==> config.mk <==
export PLATFORM = sky130hd
export DESIGN_NAME = msg_sequencer
export DESIGN_NICKNAME = d
export VERILOG_FILES = /design/src/rtl/msg_seq_pkg.sv /design/src/rtl/msg_sequencer_pace.sv /design/src/rtl/msg_sequencer.sv
export SDC_FILE = /design/constraint.sdc
export NUM_CORES = 1
export LEC_CHECK = 0
export BUFFER_PORTS_ARGS = -buffer_cell sky130_fd_sc_hd__buf_4
export CORE_MARGIN = 1
export CORE_UTILIZATION = 48
export DETAILED_ROUTE_END_ITERATION = 8
export PLACE_DENSITY = 0.79
export SLEW_MARGIN = 20
export SYNTH_ARGS = -nofsm -noshare
export SYNTH_HDL_FRONTEND = slang
export SYNTH_HIERARCHICAL = 1
export SYNTH_SLANG_ARGS = --single-unit
==> constraint.sdc <==
create_clock -name sysclk -period 3 [get_ports sysclk]
set_input_delay 0 -clock sysclk [delete_from_list [all_inputs] [get_ports sysclk]]
set_output_delay 0 -clock sysclk [all_outputs]
set_load 0.005 [all_outputs]
==> src/rtl/msg_seq_pkg.sv <==
// msg_seq_pkg: shared types and constants for the message sequencer.
//   state_t      - sequencer FSM states
//   CR, LF       - line-ending characters used by the optional tail
//   *_DEF        - default parameter values for msg_sequencer / pace_timer
package msg_seq_pkg;

   typedef enum logic [2:0] {
      IDLE  = 3'd0,
      SEEK  = 3'd1,
      FETCH = 3'd2,
      SEND  = 3'd3,
      NEXT  = 3'd4,
      DONE  = 3'd5
   } state_t;

   localparam logic [7:0] CR = 8'h0D;
   localparam logic [7:0] LF = 8'h0A;

   localparam int N_SEG_DEF    = 4;
   localparam int ADDR_W_DEF   = 6;
   localparam int LEN_W_DEF    = 6;
   localparam int DATA_W_DEF   = 8;
   localparam int CHAR_DIV_DEF = 78105;
   localparam int DIV_W_DEF    = 17;

endpackage

==> src/rtl/msg_sequencer_pace.sv <==
// pace_timer: loadable down-counter that enforces a minimum spacing between
// character start pulses. After reload it counts CHAR_DIV-1 down to 0; the
// expired flag is high whenever the count is 0 (including out of reset).
// Ports:
//   sysclk  - system clock
//   rst_n   - synchronous active-low reset (count forced to expired)
//   reload  - load CHAR_DIV-1 this cycle
//   expired - count has reached 0
module pace_timer
   import msg_seq_pkg::*;
#(
   parameter int CHAR_DIV = CHAR_DIV_DEF,
   parameter int DIV_W    = DIV_W_DEF
) (
   input  logic sysclk,
   input  logic rst_n,
   input  logic reload,
   output logic expired
);

   logic [DIV_W-1:0] count;

   // Reload wins over the decrement; the counter parks at 0 once expired.
   always_ff @(posedge sysclk) begin
      if (!rst_n) begin
         count <= '0;
      end else if (reload) begin
         count <= DIV_W'(CHAR_DIV - 1);
      end else if (count != '0) begin
         count <= count - DIV_W'(1);
      end
   end

   assign expired = (count == '0);

endmodule

==> src/rtl/msg_sequencer.sv <==
// msg_sequencer: concatenates the segments picked by a select mask into one
// character stream and hands it to a serial transmitter, one character at a
// time, with a minimum start-to-start spacing and a start/busy handshake.
// Supports auto-repeat and runtime-programmable segment tables.
// Optional build macro MSG_SEQ_CRLF_EN: when defined, every message ends with
// a CR LF tail (sent with the same pacing); when undefined there is no tail.
// Ports:
//   sysclk, rst_n      - clock, synchronous active-low reset
//   sel                - segment select mask, latched on go
//   go                 - one-cycle trigger (ignored while a message runs)
//   auto_en            - restart automatically after each message
//   seg_base, seg_len  - flattened per-segment start address / length
//   rom_addr, rom_data - registered address to, data from the character ROM
//   tx_data, tx_start  - character and one-cycle start pulse to transmitter
//   tx_busy            - transmitter busy
//   busy, done         - message in progress / one-cycle completion pulse
module msg_sequencer
   import msg_seq_pkg::*;
#(
   parameter int N_SEG    = N_SEG_DEF,
   parameter int ADDR_W   = ADDR_W_DEF,
   parameter int LEN_W    = LEN_W_DEF,
   parameter int DATA_W   = DATA_W_DEF,
   parameter int CHAR_DIV = CHAR_DIV_DEF,
   parameter int DIV_W    = DIV_W_DEF
) (
   input  logic                    sysclk,
   input  logic                    rst_n,
   input  logic [N_SEG-1:0]        sel,
   input  logic                    go,
   input  logic                    auto_en,
   input  logic [N_SEG*ADDR_W-1:0] seg_base,
   input  logic [N_SEG*LEN_W-1:0]  seg_len,
   output logic [ADDR_W-1:0]       rom_addr,
   input  logic [DATA_W-1:0]       rom_data,
   output logic [DATA_W-1:0]       tx_data,
   output logic                    tx_start,
   input  logic                    tx_busy,
   output logic                    busy,
   output logic                    done
);

   // seg_idx must be able to hold N_SEG so SEEK can see "past the last one".
   localparam int IDX_W  = $clog2(N_SEG + 1);
   localparam int SIDX_W = (N_SEG > 1) ? $clog2(N_SEG) : 1;

`ifdef MSG_SEQ_CRLF_EN
   localparam bit CRLF_EN = 1'b1;
`else
   localparam bit CRLF_EN = 1'b0;
`endif

   // An empty mask still has to walk SEEK when a tail must be sent.
   localparam state_t EMPTY_GO  = CRLF_EN ? SEEK : DONE;
   localparam state_t SEEK_EXIT = CRLF_EN ? SEND : DONE;

   state_t               state;
   state_t               next_state;
   logic [N_SEG-1:0]     sel_q;
   logic [IDX_W-1:0]     seg_idx;
   logic [LEN_W-1:0]     offset;
   logic                 loaded;
   logic                 tail;
   logic                 tail_lf;
   logic                 pace_expired;

   logic [ADDR_W-1:0]    base_arr [N_SEG];
   logic [LEN_W-1:0]     len_arr  [N_SEG];
   logic [SIDX_W-1:0]    idx_lo;
   logic                 in_range;
   logic [ADDR_W-1:0]    cur_base;
   logic [LEN_W-1:0]     cur_len;
   logic                 seg_hit;
   logic                 last_char;
   logic                 restart;

   for (genvar g = 0; g < N_SEG; g++) begin : g_unpack
      assign base_arr[g] = seg_base[g*ADDR_W +: ADDR_W];
      assign len_arr[g]  = seg_len[g*LEN_W +: LEN_W];
   end

   assign idx_lo   = seg_idx[SIDX_W-1:0];
   assign in_range = (seg_idx < IDX_W'(N_SEG));

   // Table lookups for the current segment; an out-of-range index reads as
   // an empty, unselected segment.
   always_comb begin
      cur_base = '0;
      cur_len  = '0;
      seg_hit  = 1'b0;
      if (in_range) begin
         cur_base = base_arr[idx_lo];
         cur_len  = len_arr[idx_lo];
         seg_hit  = sel_q[idx_lo] && (len_arr[idx_lo] != '0);
      end
   end

   assign last_char = ((offset + LEN_W'(1)) == cur_len);
   assign restart   = ((state == IDLE) && go) || ((state == DONE) && auto_en);

   pace_timer #(
      .CHAR_DIV (CHAR_DIV),
      .DIV_W    (DIV_W)
   ) u_pace (
      .sysclk  (sysclk),
      .rst_n   (rst_n),
      .reload  (tx_start),
      .expired (pace_expired)
   );

   always_ff @(posedge sysclk) begin
      if (!rst_n) begin
         state <= IDLE;
      end else begin
         state <= next_state;
      end
   end

   // SEND spends one cycle capturing the ROM character (loaded=0) before it
   // may pulse, so tx_data is already stable in the tx_start cycle.
   always_comb begin
      next_state = state;
      tx_start   = 1'b0;
      busy       = 1'b0;
      done       = 1'b0;
      case (state)
         IDLE: begin
            if (go) begin
               next_state = (sel == '0) ? EMPTY_GO : SEEK;
            end
         end
         SEEK: begin
            busy = 1'b1;
            if (!in_range) begin
               next_state = SEEK_EXIT;
            end else if (seg_hit) begin
               next_state = FETCH;
            end
         end
         FETCH: begin
            busy       = 1'b1;
            next_state = SEND;
         end
         SEND: begin
            busy = 1'b1;
            if (loaded && pace_expired && !tx_busy) begin
               tx_start   = 1'b1;
               next_state = NEXT;
            end
         end
         NEXT: begin
            busy = 1'b1;
            if (tail) begin
               next_state = tail_lf ? DONE : SEND;
            end else if (last_char) begin
               next_state = SEEK;
            end else begin
               next_state = FETCH;
            end
         end
         DONE: begin
            done = 1'b1;
            if (auto_en) begin
               next_state = (sel == '0) ? EMPTY_GO : SEEK;
            end else begin
               next_state = IDLE;
            end
         end
         default: next_state = IDLE;
      endcase
   end

   // Datapath: mask latch, segment/offset walk, ROM address and character
   // register, plus the CR/LF tail flags.
   always_ff @(posedge sysclk) begin
      if (!rst_n) begin
         sel_q    <= '0;
         seg_idx  <= '0;
         offset   <= '0;
         rom_addr <= '0;
         tx_data  <= '0;
         loaded   <= 1'b0;
         tail     <= 1'b0;
         tail_lf  <= 1'b0;
      end else begin
         loaded <= (state == SEND) && (next_state == SEND);
         if (restart) begin
            sel_q   <= sel;
            seg_idx <= '0;
            offset  <= '0;
            tail    <= 1'b0;
            tail_lf <= 1'b0;
         end
         case (state)
            SEEK: begin
               if (!in_range) begin
                  tail <= CRLF_EN;
               end else if (!seg_hit) begin
                  seg_idx <= seg_idx + IDX_W'(1);
               end
            end
            FETCH: begin
               rom_addr <= cur_base + ADDR_W'(offset);
            end
            SEND: begin
               if (!loaded) begin
                  tx_data <= tail ? (tail_lf ? DATA_W'(LF) : DATA_W'(CR)) : rom_data;
               end
            end
            NEXT: begin
               if (tail) begin
                  tail_lf <= 1'b1;
               end else if (last_char) begin
                  offset  <= '0;
                  seg_idx <= seg_idx + IDX_W'(1);
               end else begin
                  offset <= offset + LEN_W'(1);
               end
            end
            default: ;
         endcase
      end
   end

endmodule

==> flow_metrics.tcl, run 1 <==
set metrics [dict create \
    reg2reg_from "seg_idx[0]" \
    ys_async_sr_fraction_pct 0 \
    clk_pin_slew_ps 100 \
    clk_latency_ps 310 \
    yosys_warnings 6 \
    synth_edf_count 0 \
    initial_utilization_pct 50.4 \
    cts_resized 0 \
    num_vias 3003 \
    crit_fanout 7 \
    drc 15 \
    nNetsFinal 523 \
    place_ws_ps 319 \
    htreeDepth 2 \
    pwr_density_cell_nw_per_um2 624 \
    seqPwrFrac_pct 35.3 \
    ant_nets 0 \
    finalWirelength_um 7990 \
    synth_largest_area_cell "dfxtp_1" \
    ys_types 60 \
    antenna_found_initial 0 \
    die_h_um 84.1 \
    max_freq_mhz 370 \
    p_total_mw 2.57 \
    switching_power_uw 951 \
    numCtsBuffers 5 \
    peakVddDrop_mv 0.597 \
    finalInstanceArea_um2 4120 \
    synth-main-ff-cell "dfxtp_1" \
    grt-ovfl-total 0 \
    boundaryPins 82 \
    internal-power_mw 1.62 \
    endpoint "rom_addr[5]" \
    finalSetupViolCount 0 \
    grt_first_pass_wirelength_um 13700 \
    status "finished with violations" \
    fin_skew_ps 12.0 \
    end_kind "flip-flop" \
    drive_gt1_share_pct 25.8 \
    tightestPinTransition_ps 695 \
    drt_iter0_drc 148 \
    cts_tree "built" \
    syn_area_um2 3240 \
    slew_headroom_pct 53.5 \
    fin_ws_ps 298 \
    clock_tree.buffer_depth 2 \
    viasPerCell 5.71 \
    io_buffers 81 \
    dieArea_um2 7080 \
    die-width_um 84.1 \
    antenna_cells 0 \
    ys_ff_latch 50 \
    rows 29 \
    rrSetupSlack_ps 300 \
    grt_max_degree 36 \
    cts_num_sinks 50 \
    synth_fp_nets 439 \
    synth.top_cell.area_share_pct 30.9 \
    path_class "reg2reg" \
    cts_root_buf "clkbuf_8" \
    place.gp.congestion 0.867 \
    rsz0062_at_grt "no" \
    maxCapViolCount 0 \
    worstRegToRegCells 11 \
    drt-pass1-iter-count 9 \
    wl_per_cell_um 15.2 \
    switching_share_pct 37.0 \
    combPwrFrac_pct 42.0 \
    grtUsageTotal_pct 23.9 \
    place.detailed.hpwl_um 6110 \
    start_kind "flip-flop" \
    synthTopCellsByArea "dfxtp_1 31%, mux4_2 6.3%, nand2_1 5.7%" \
    hp-class "in2reg" \
    placed_area_um2 3900 \
    critPathLaunch "seg_idx[0]" \
    area_growth_syn_to_layout_pct 27.2 \
    crit_required_ps 3200 \
    netlist_instances 364 \
    violations "design-rule violations" \
    grt_pass1_vias 2968 \
    finalCriticalPeriod_ps 2700 \
    arrival_ps 2900 \
    r2r-end "rom_addr[5]" \
    slew_viol_final 0 \
    ys_seq_area_share_pct 30.9 \
    fin_crit_sh_pct 90.1 \
    power.leakage_nw 1.81 \
    coreArea_um2 6420 \
    hold_viol_final 0 \
    clockPowerShare_pct 22.7 \
    fin_setup_tns_ps 0 \
    syn_area_per_cell_um2 8.90 \
]
[metal layers]
layer,global-route usage (%),part of all wire (%),vias to the layer above,routed length [um]
met4,6.58,1.3,0,102
met2,41.7,51,73,4050
met1,30.2,43,1413,3470
met5,0,0,-,0
met3,4.62,4.6,10,368
li1,-,-,1507,-
[synth_stat cells (all sizes together), types with 3 or more instances]
master and n:
a211o 3, a21boi 8, a21o 3, a21oi 18, a311oi 3, a31oi 4, and2 6, and3 6
buf 3, clkbuf 15, dfxtp 50, ha 9, inv 13, mux2i 11, mux4 12, nand2 52
nand2b 7, nand3 18, nor2 21, nor2b 11, nor3 13, nor3b 5, nor4 6, o211a 6
o211ai 4, o21ai 7, o31ai 6, or2 3, or4 4, xnor2 7, xor2 3
[stage by stage]
| step | std cells | hold WS, ps | util, % |
|---|---|---|---|
| floorplan | 364 | 51.3 | - |
| global placement | 510 | 274 | 60.7 |
| detailed placement | 510 | 282 | 60.7 |
| CTS | 526 | 11.6 | 64.2 |
| global route | 526 | 44.1 | 64.2 |
| finish | 526 | 6.53 | 64.2 |
[critical path: stages, from the launching register on]
cell and delay [ps]:
dfxtp_1 500, buf_4 240, mux4_2 510, and2_1 180, ha_1 200, a21o_1 160, a21oi_1 210, o21bai_1 80
a21oi_1 170, xnor2_1 130, nand2_1 70, o211a_1 160
[cells by family after synthesis]
logic type,share of synthesized area (%)
muxes,12.1
AOI/OAI and AO/OA,17.9
and+or+nand+nor,25.9
xor gates and xnor gates,4.87
adders and majority gates,4.10
DFF,30.9
buffers and inverters,4.29
[sequential cells by signal, summed over array words and instances (netlist names)]
name,count
sel_q,4
seg_idx,3
tx_data,8
offset,6
state,3
rom_addr,6
tail_lf,1
tail,1
u_pace/count,17
loaded,1
[layout make-up]
cell class              count  area (um2)
inverters                  13        48.8
well taps                  77        96.3
fillers                   560        2300
multi-input cells         283        2100
repair buffers             95         733
flip-flops and latches     50        1000
clock inverters             2        60.1
clock buffers               6        82.6
[worst min-delay path by stage]
stage / cells past startpoint / startpoint / end / slack, ps
final: 3 / rom_data[3] / tx_data[3] / 7
after global routing: 3 / rom_data[3] / tx_data[3] / 40
after CTS: 3 / rom_data[3] / tx_data[3] / 10
after detailed placement: 3 / sel[2] / sel_q[2] / 280
after global placement: 3 / sel[0] / sel_q[0] / 270
after floorplan: 1 / tx_busy / tx_start / 50
[cell usage in the layout, fill, tap and decap left out, types with 7 or more instances in the layout]
| cell | count |
|---|---|
| buf_4 | 87 |
| dfxtp_1 | 50 |
| nand2_1 | 49 |
| nor2_1 | 21 |
| a21oi_1 | 17 |
| nand3_1 | 17 |
| inv_1 | 13 |
| mux2i_1 | 11 |
| nor2b_1 | 11 |
| nor3_1 | 11 |
| mux4_2 | 9 |
| ha_1 | 9 |
| a21boi_0 | 8 |
| dlygate4sd3_1 | 8 |
| xnor2_1 | 7 |
| nand2b_1 | 7 |
[timing repair]
action                                 CTS  global route
setup buffers                            0             0
hold buffers                             8             0
endpoints found under the hold margin    8             0
[power by group through the flow]
stage / clock [mW] / sequential (mW) / combinational, mW
2_1_floorplan: 0 / 0.884 / 0.869
3_3_place_gp: 0 / 0.914 / 1.03
3_5_place_dp: 0 / 0.921 / 1.06
4_1_cts: 0.595 / 0.904 / 1.07
5_1_grt: 0.623 / 0.925 / 1.22
6_report: 0.584 / 0.907 / 1.08
Power figures use the tool's default switching activity.
==> inputs of run 2 (changes only) <==
REMOVE_ABC_BUFFERS = 1   (was default)
==> run 2 against run 1 <==
  * Clock skew down 6.2 ps
  * Die area unchanged
  * The flow still finishes with violations (design-rule violations)
  * Clock power down 17%
  * First-iteration DRC count increased by 28%
==> flow_metrics.tcl, run 2 (synthesis results as in run 1) <==
set metrics [dict create \
    status "finished with violations" \
    violations "design-rule violations" \
    drc 2 \
    io_buffers 81 \
    rows 29 \
    coreArea_um2 6420 \
    placed_area_um2 3910 \
    fin_crit_sh_pct 87.7 \
    post-route-util_pct 63.9 \
    grt_pass1_vias 2924 \
    cts_tree "built" \
    slowest_stage "dfxtp_1" \
    p_total_mw 2.46 \
    busiest_layer "met2" \
    dieArea_um2 7080 \
    initial_utilization_pct 50.4 \
    crit_fanout 13 \
    seq_area_um2 1000 \
    hold_viol_final 0 \
    num_vias 3025 \
    area_growth_syn_to_layout_pct 26.8 \
    slew_viol_final 0 \
    tightestPinTransition_ps 730 \
    drt_iter0_drc 190 \
    cts_root_buf "clkbuf_8" \
    boundaryPins 82 \
    end_kind "flip-flop" \
    multi_input_area_um2 2100 \
    finalCriticalPeriod_ps 2630 \
    largest_register_ffs 17 \
    viasPerCell 5.73 \
    finalWirelength_um 7660 \
    hp-class "in2reg" \
    fin_skew_ps 5.76 \
    grt_max_degree 36 \
    slew_headroom_pct 51.2 \
    gr-usage-met2_pct 39.3 \
    critPathMaxStageDelay_ps 680 \
    place.detailed.hpwl_um 5760 \
    clk_latency_ps 300 \
    mostFrequentLayoutCell "buf_4" \
    crit_required_ps 3210 \
    fill_cells 538 \
    top_register "u_pace/count" \
    pwr_density_cell_nw_per_um2 600 \
    antenna_cells 0 \
    layout_common_cells "89 x buf_4, 50 x dfxtp_1, 49 x nand2_1" \
    ant_nets 0 \
    die-width_um 84.1 \
    maxCapViolCount 0 \
    arrival_ps 2840 \
    finalInstanceArea_um2 4110 \
    peakVddDrop_mv 0.295 \
    post_cts_buffers 0 \
    drt-pass1-iter-count 6 \
    max_freq_mhz 380 \
    cp_cell_sequence "nor2b_1 -> a211oi_1 -> a21oi_1 -> nand2_1 -> inv_1 -> ha_1 -> a21o_1 -> a21oi_1 -> o21bai_1 -> a21oi_1 -> xnor2_1 -> nand2_1 -> o211a_1" \
    antenna_found_initial 0 \
    place.gp.congestion 0.824 \
    nNetsFinal 525 \
    numCtsBuffers 5 \
    htreeDepth 2 \
    largest_registers "u_pace/count x17, tx_data x8" \
    path_class "reg2reg" \
    start_kind "flip-flop" \
    cts_num_sinks 50 \
    use_met3_pct 3.34 \
    clk_pin_slew_ps 100 \
    grt-ovfl-total 0 \
    clock_tree.buffer_depth 2 \
    drive_gt1_share_pct 26.2 \
    finalSetupViolCount 0 \
    power.leakage_nw 1.81 \
    rsz0062_at_grt "no" \
    grtUsageTotal_pct 22.4 \
    grt_first_pass_wirelength_um 13100 \
    dpl.cell_count 512 \
    cts_resized 0 \
    grt_use_met1_pct 28.9 \
    fin_setup_tns_ps 0 \
    critical_path.most_common_cell "a21oi_1" \
    wl_per_cell_um 14.5 \
    die_h_um 84.1 \
    final_cell_count_no_fill 528 \
]
==> run 2: changes by cell type in the layout (fill, tap and decap cells not counted) <==
cell       previous run  this run
clkbuf_8              6         5
clkinv_2              0         1
buf_4                87        89
inv_6                 0         1
bufinv_16             2         1
==> run 2: what timing repair did <==
action | 4_1_cts | 5_1_grt
endpoints found under the hold margin | 8 | 0
endpoints found under the setup margin | 0 | 0
hold buffers | 8 | 0
==> run 2: per-stage QoR <==
stage                     hold WS [ps]  setup WS [ps]
final                             9.87            370
after global routing              15.6            126
after CTS                         10.6            341
after detailed placement           280            364
after global placement             276            490
after floorplan                    106            228
==> run 2: final cells by class <==
type	count	share of cell area [%]
clock buffers	5	1.68
clock inverters	3	1.07
inverters	13	1.19
multi-input cells	283	51.1
flip-flops and latches	50	24.4
well taps	77	2.35
repair buffers	97	18.2
==> run 2: critical path: cells and delay by family, from the launching register on <==
family | cells | cell delay, ps
and+or+nand+nor | 3 | 300
xor gates and xnor gates | 1 | 130
DFF | 1 | 680
buffers and inverters | 1 | 60
adders and majority gates | 1 | 270
AOI/OAI and AO/OA | 7 | 1110
==> run 2: layer usage <==
metal | share of wire (%) | up-vias
met3 | 4.8 | 8
met4 | 0.93 | 0
met2 | 52 | 77
met1 | 42 | 1428
met5 | 0 | -
li1 | - | 1512
==> run 2: final timing paths <==
kind | startpoint | to | slack (ps) | cells past startpoint
worst max-delay path | seg_idx[1] | rom_addr[5] | 370 | 13
worst min-delay path | rom_data[3] | tx_data[3] | 10 | 3
worst max register to register | seg_idx[1] | rom_addr[5] | 370 | 13
worst min register to register | tx_data[5] | tx_data[5] | 460 | 2
==> run 2: where the power goes <==
group | total, mW | switching [mW] | internal (mW)
logic | 1.08 | 0.585 | 0.494
clock network | 0.483 | 0.233 | 0.250
registers | 0.902 | 0.131 | 0.772
==> inputs of run 3 (changes only) <==
CELL_PAD_IN_SITES_DETAIL_PLACEMENT = 0   (was default)
CELL_PAD_IN_SITES_GLOBAL_PLACEMENT = 2   (was default)
CORE_UTILIZATION = 28   (was 48)
PLACE_DENSITY = 0.78   (was 0.79)
SKIP_CTS_REPAIR_TIMING = 1   (was default)
==> run 3 against run 2 <==
  * The run ends with negative hold slack left
  * Final cell count is 11% higher
  * Clock power is 20% higher
  * Setup slack better by 23 ps
  * Wire length is 9.8% higher
  * Register-to-register slack better by 20 ps
  * Maximum frequency is 0.90% higher
  * Count of clock-buffer cells in the layout is 2 higher
  * Via count is 2.1% lower
  * Global-route usage is 7.5 points lower
  * Hold slack worse by 28 ps
  * Total power is 4.1% higher
==> flow_metrics.tcl, run 3 (synthesis results as in run 1) <==
set metrics [dict create \
    pwr_density_cell_nw_per_um2 616 \
    hold_path.startpoint "sel[0]" \
    drt_iter0_drc 137 \
    drt-pass1-iter-count 4 \
    arrival_ps 2790 \
    htreeDepth 2 \
    dieArea_um2 12000 \
    die_h_um 110 \
    hold_viol_final 3 \
    cp_cell_sequence "buf_4 -> mux4_2 -> and2_1 -> ha_1 -> a21o_1 -> a21oi_1 -> o21bai_1 -> a21oi_1 -> xnor2_1 -> nand2_1 -> o211a_1" \
    critPathMaxStageDelay_ps 500 \
    switching_power_uw 974 \
    fin_skew_ps 4.62 \
    antenna_cells 0 \
    drc 0 \
    die-width_um 110 \
    status "finished with violations" \
    internal-power_mw 1.59 \
    clk_latency_ps 290 \
    rrSetupSlack_ps 390 \
    io_buffers 81 \
    hold_depth 3 \
    grtUsageTotal_pct 15.0 \
    initial_utilization_pct 29.4 \
    cts_num_sinks 50 \
    rows 38 \
    clock_tree.buffer_depth 2 \
    start_kind "flip-flop" \
    grt_first_pass_wirelength_um 14100 \
    end_kind "flip-flop" \
    crit_required_ps 3180 \
    grt_pass1_vias 2957 \
    r2r-end "rom_addr[5]" \
    num_vias 2960 \
    finalWirelength_um 8410 \
    dpl.cell_count 577 \
    place.detailed.hpwl_um 6490 \
    worstRegToRegCells 11 \
    post-route-util_pct 37.7 \
    mostFrequentLayoutCell "buf_4" \
    fin_hold_ws_ps -18.0 \
    crit_buf_inv 1 \
    maxCapViolCount 0 \
    antenna_found_initial 0 \
    combPwrFrac_pct 42.3 \
    seqPwrFrac_pct 35.1 \
    nNetsFinal 520 \
    slew_headroom_pct 47.0 \
    finalSetupViolCount 0 \
    crit_fanout 9 \
    largest_registers "u_pace/count x17, tx_data x8" \
    boundaryPins 82 \
    viasPerCell 5.05 \
    tightestPinTransition_ps 792 \
    max_freq_mhz 384 \
    ant_nets 0 \
    peakVddDrop_mv 0.236 \
    critical_path_depth 11 \
    grt-ovfl-total 0 \
    final_cell_count_no_fill 586 \
    slew_viol_final 0 \
    rsz0062_at_grt "no" \
    layout_common_cells "91 x buf_4, 50 x dfxtp_1, 49 x nand2_1" \
    coreArea_um2 11000 \
    slowest_stage "mux4_2" \
    wl_per_cell_um 14.4 \
    place.gp.congestion 0.756 \
    top_register "u_pace/count" \
    cts_root_buf "clkbuf_16" \
    finalCriticalPeriod_ps 2610 \
    largest_register_ffs 17 \
    numCtsBuffers 5 \
    path_delay_family "compound AO/OA/AOI/OAI gates" \
    switching_share_pct 38.0 \
    grt_max_degree 36 \
    clockPowerShare_pct 22.6 \
    cts_tree "built" \
    reg2reg_from "seg_idx[0]" \
    violations "negative hold slack" \
    fin_setup_tns_ps 0 \
    critical_path.most_common_cell "a21oi_1" \
    min_to "sel_q[0]" \
    fin_crit_sh_pct 86.9 \
    hp-class "in2reg" \
    clk_pin_slew_ps 70 \
    area_growth_syn_to_layout_pct 28.6 \
    p_total_mw 2.57 \
    path_class "reg2reg" \
    drive_gt1_share_pct 26.7 \
    power.leakage_nw 1.80 \
]
-- run 3: cell count changes in the layout (fill, tap and decap cells not counted), sizes merged --
cell         previous run  this run
inv                    14        13
bufinv                  1         0
dlygate4sd3             8         1
buf                    89        91
clkbuf                  5         7
-- run 3: tightest hold or removal path, stage by stage --
cell	delay (ps)
buf_4	110
nand2_1	40
a21boi_0	60
-- run 3: power groups by stage --
stage / logic (mW) / clock network (mW) / registers (mW)
CTS: 1.09 / 0.598 / 0.900
finish: 1.09 / 0.579 / 0.901
global placement: 1.07 / 0 / 0.913
detailed placement: 1.08 / 0 / 0.915
global route: 1.22 / 0.633 / 0.920
floorplan: 0.779 / 0 / 0.899
-- run 3: per-layer routing --
layer / track usage, % / part of all wire, %
met2: 25.8 / 49
met3: 2.13 / 2.6
met1: 19.3 / 47
met5: 0 / 0
met4: 4.57 / 1.6
-- run 3: worst max-delay path by stage --
stage / to / from
final: rom_addr[5] / seg_idx[0]
after floorplan: seg_idx[2] / seg_idx[0]
after CTS: rom_addr[5] / seg_idx[0]
after global placement: rom_addr[5] / seg_idx[0]
after detailed placement: rom_addr[5] / seg_idx[0]
after global routing: seg_idx[2] / seg_idx[0]
-- run 3: per-stage QoR --
| stage | area (um2) | setup slack [ps] |
|---|---|---|
| floorplan | 3150 | 228 |
| global placement | 4010 | 426 |
| detailed placement | 4010 | 388 |
| CTS | 4150 | 371 |
| global route | 4160 | 111 |
| finish | 4160 | 393 |
-- run 3: cell type report --
class                   count  area, um2
clock inverters             1       5.00
flip-flops and latches     50       1000
repair buffers             92        693
well taps                 140        175
fillers                  1154       6870
inverters                  13       48.8
multi-input cells         283       2100
clock buffers               7        143
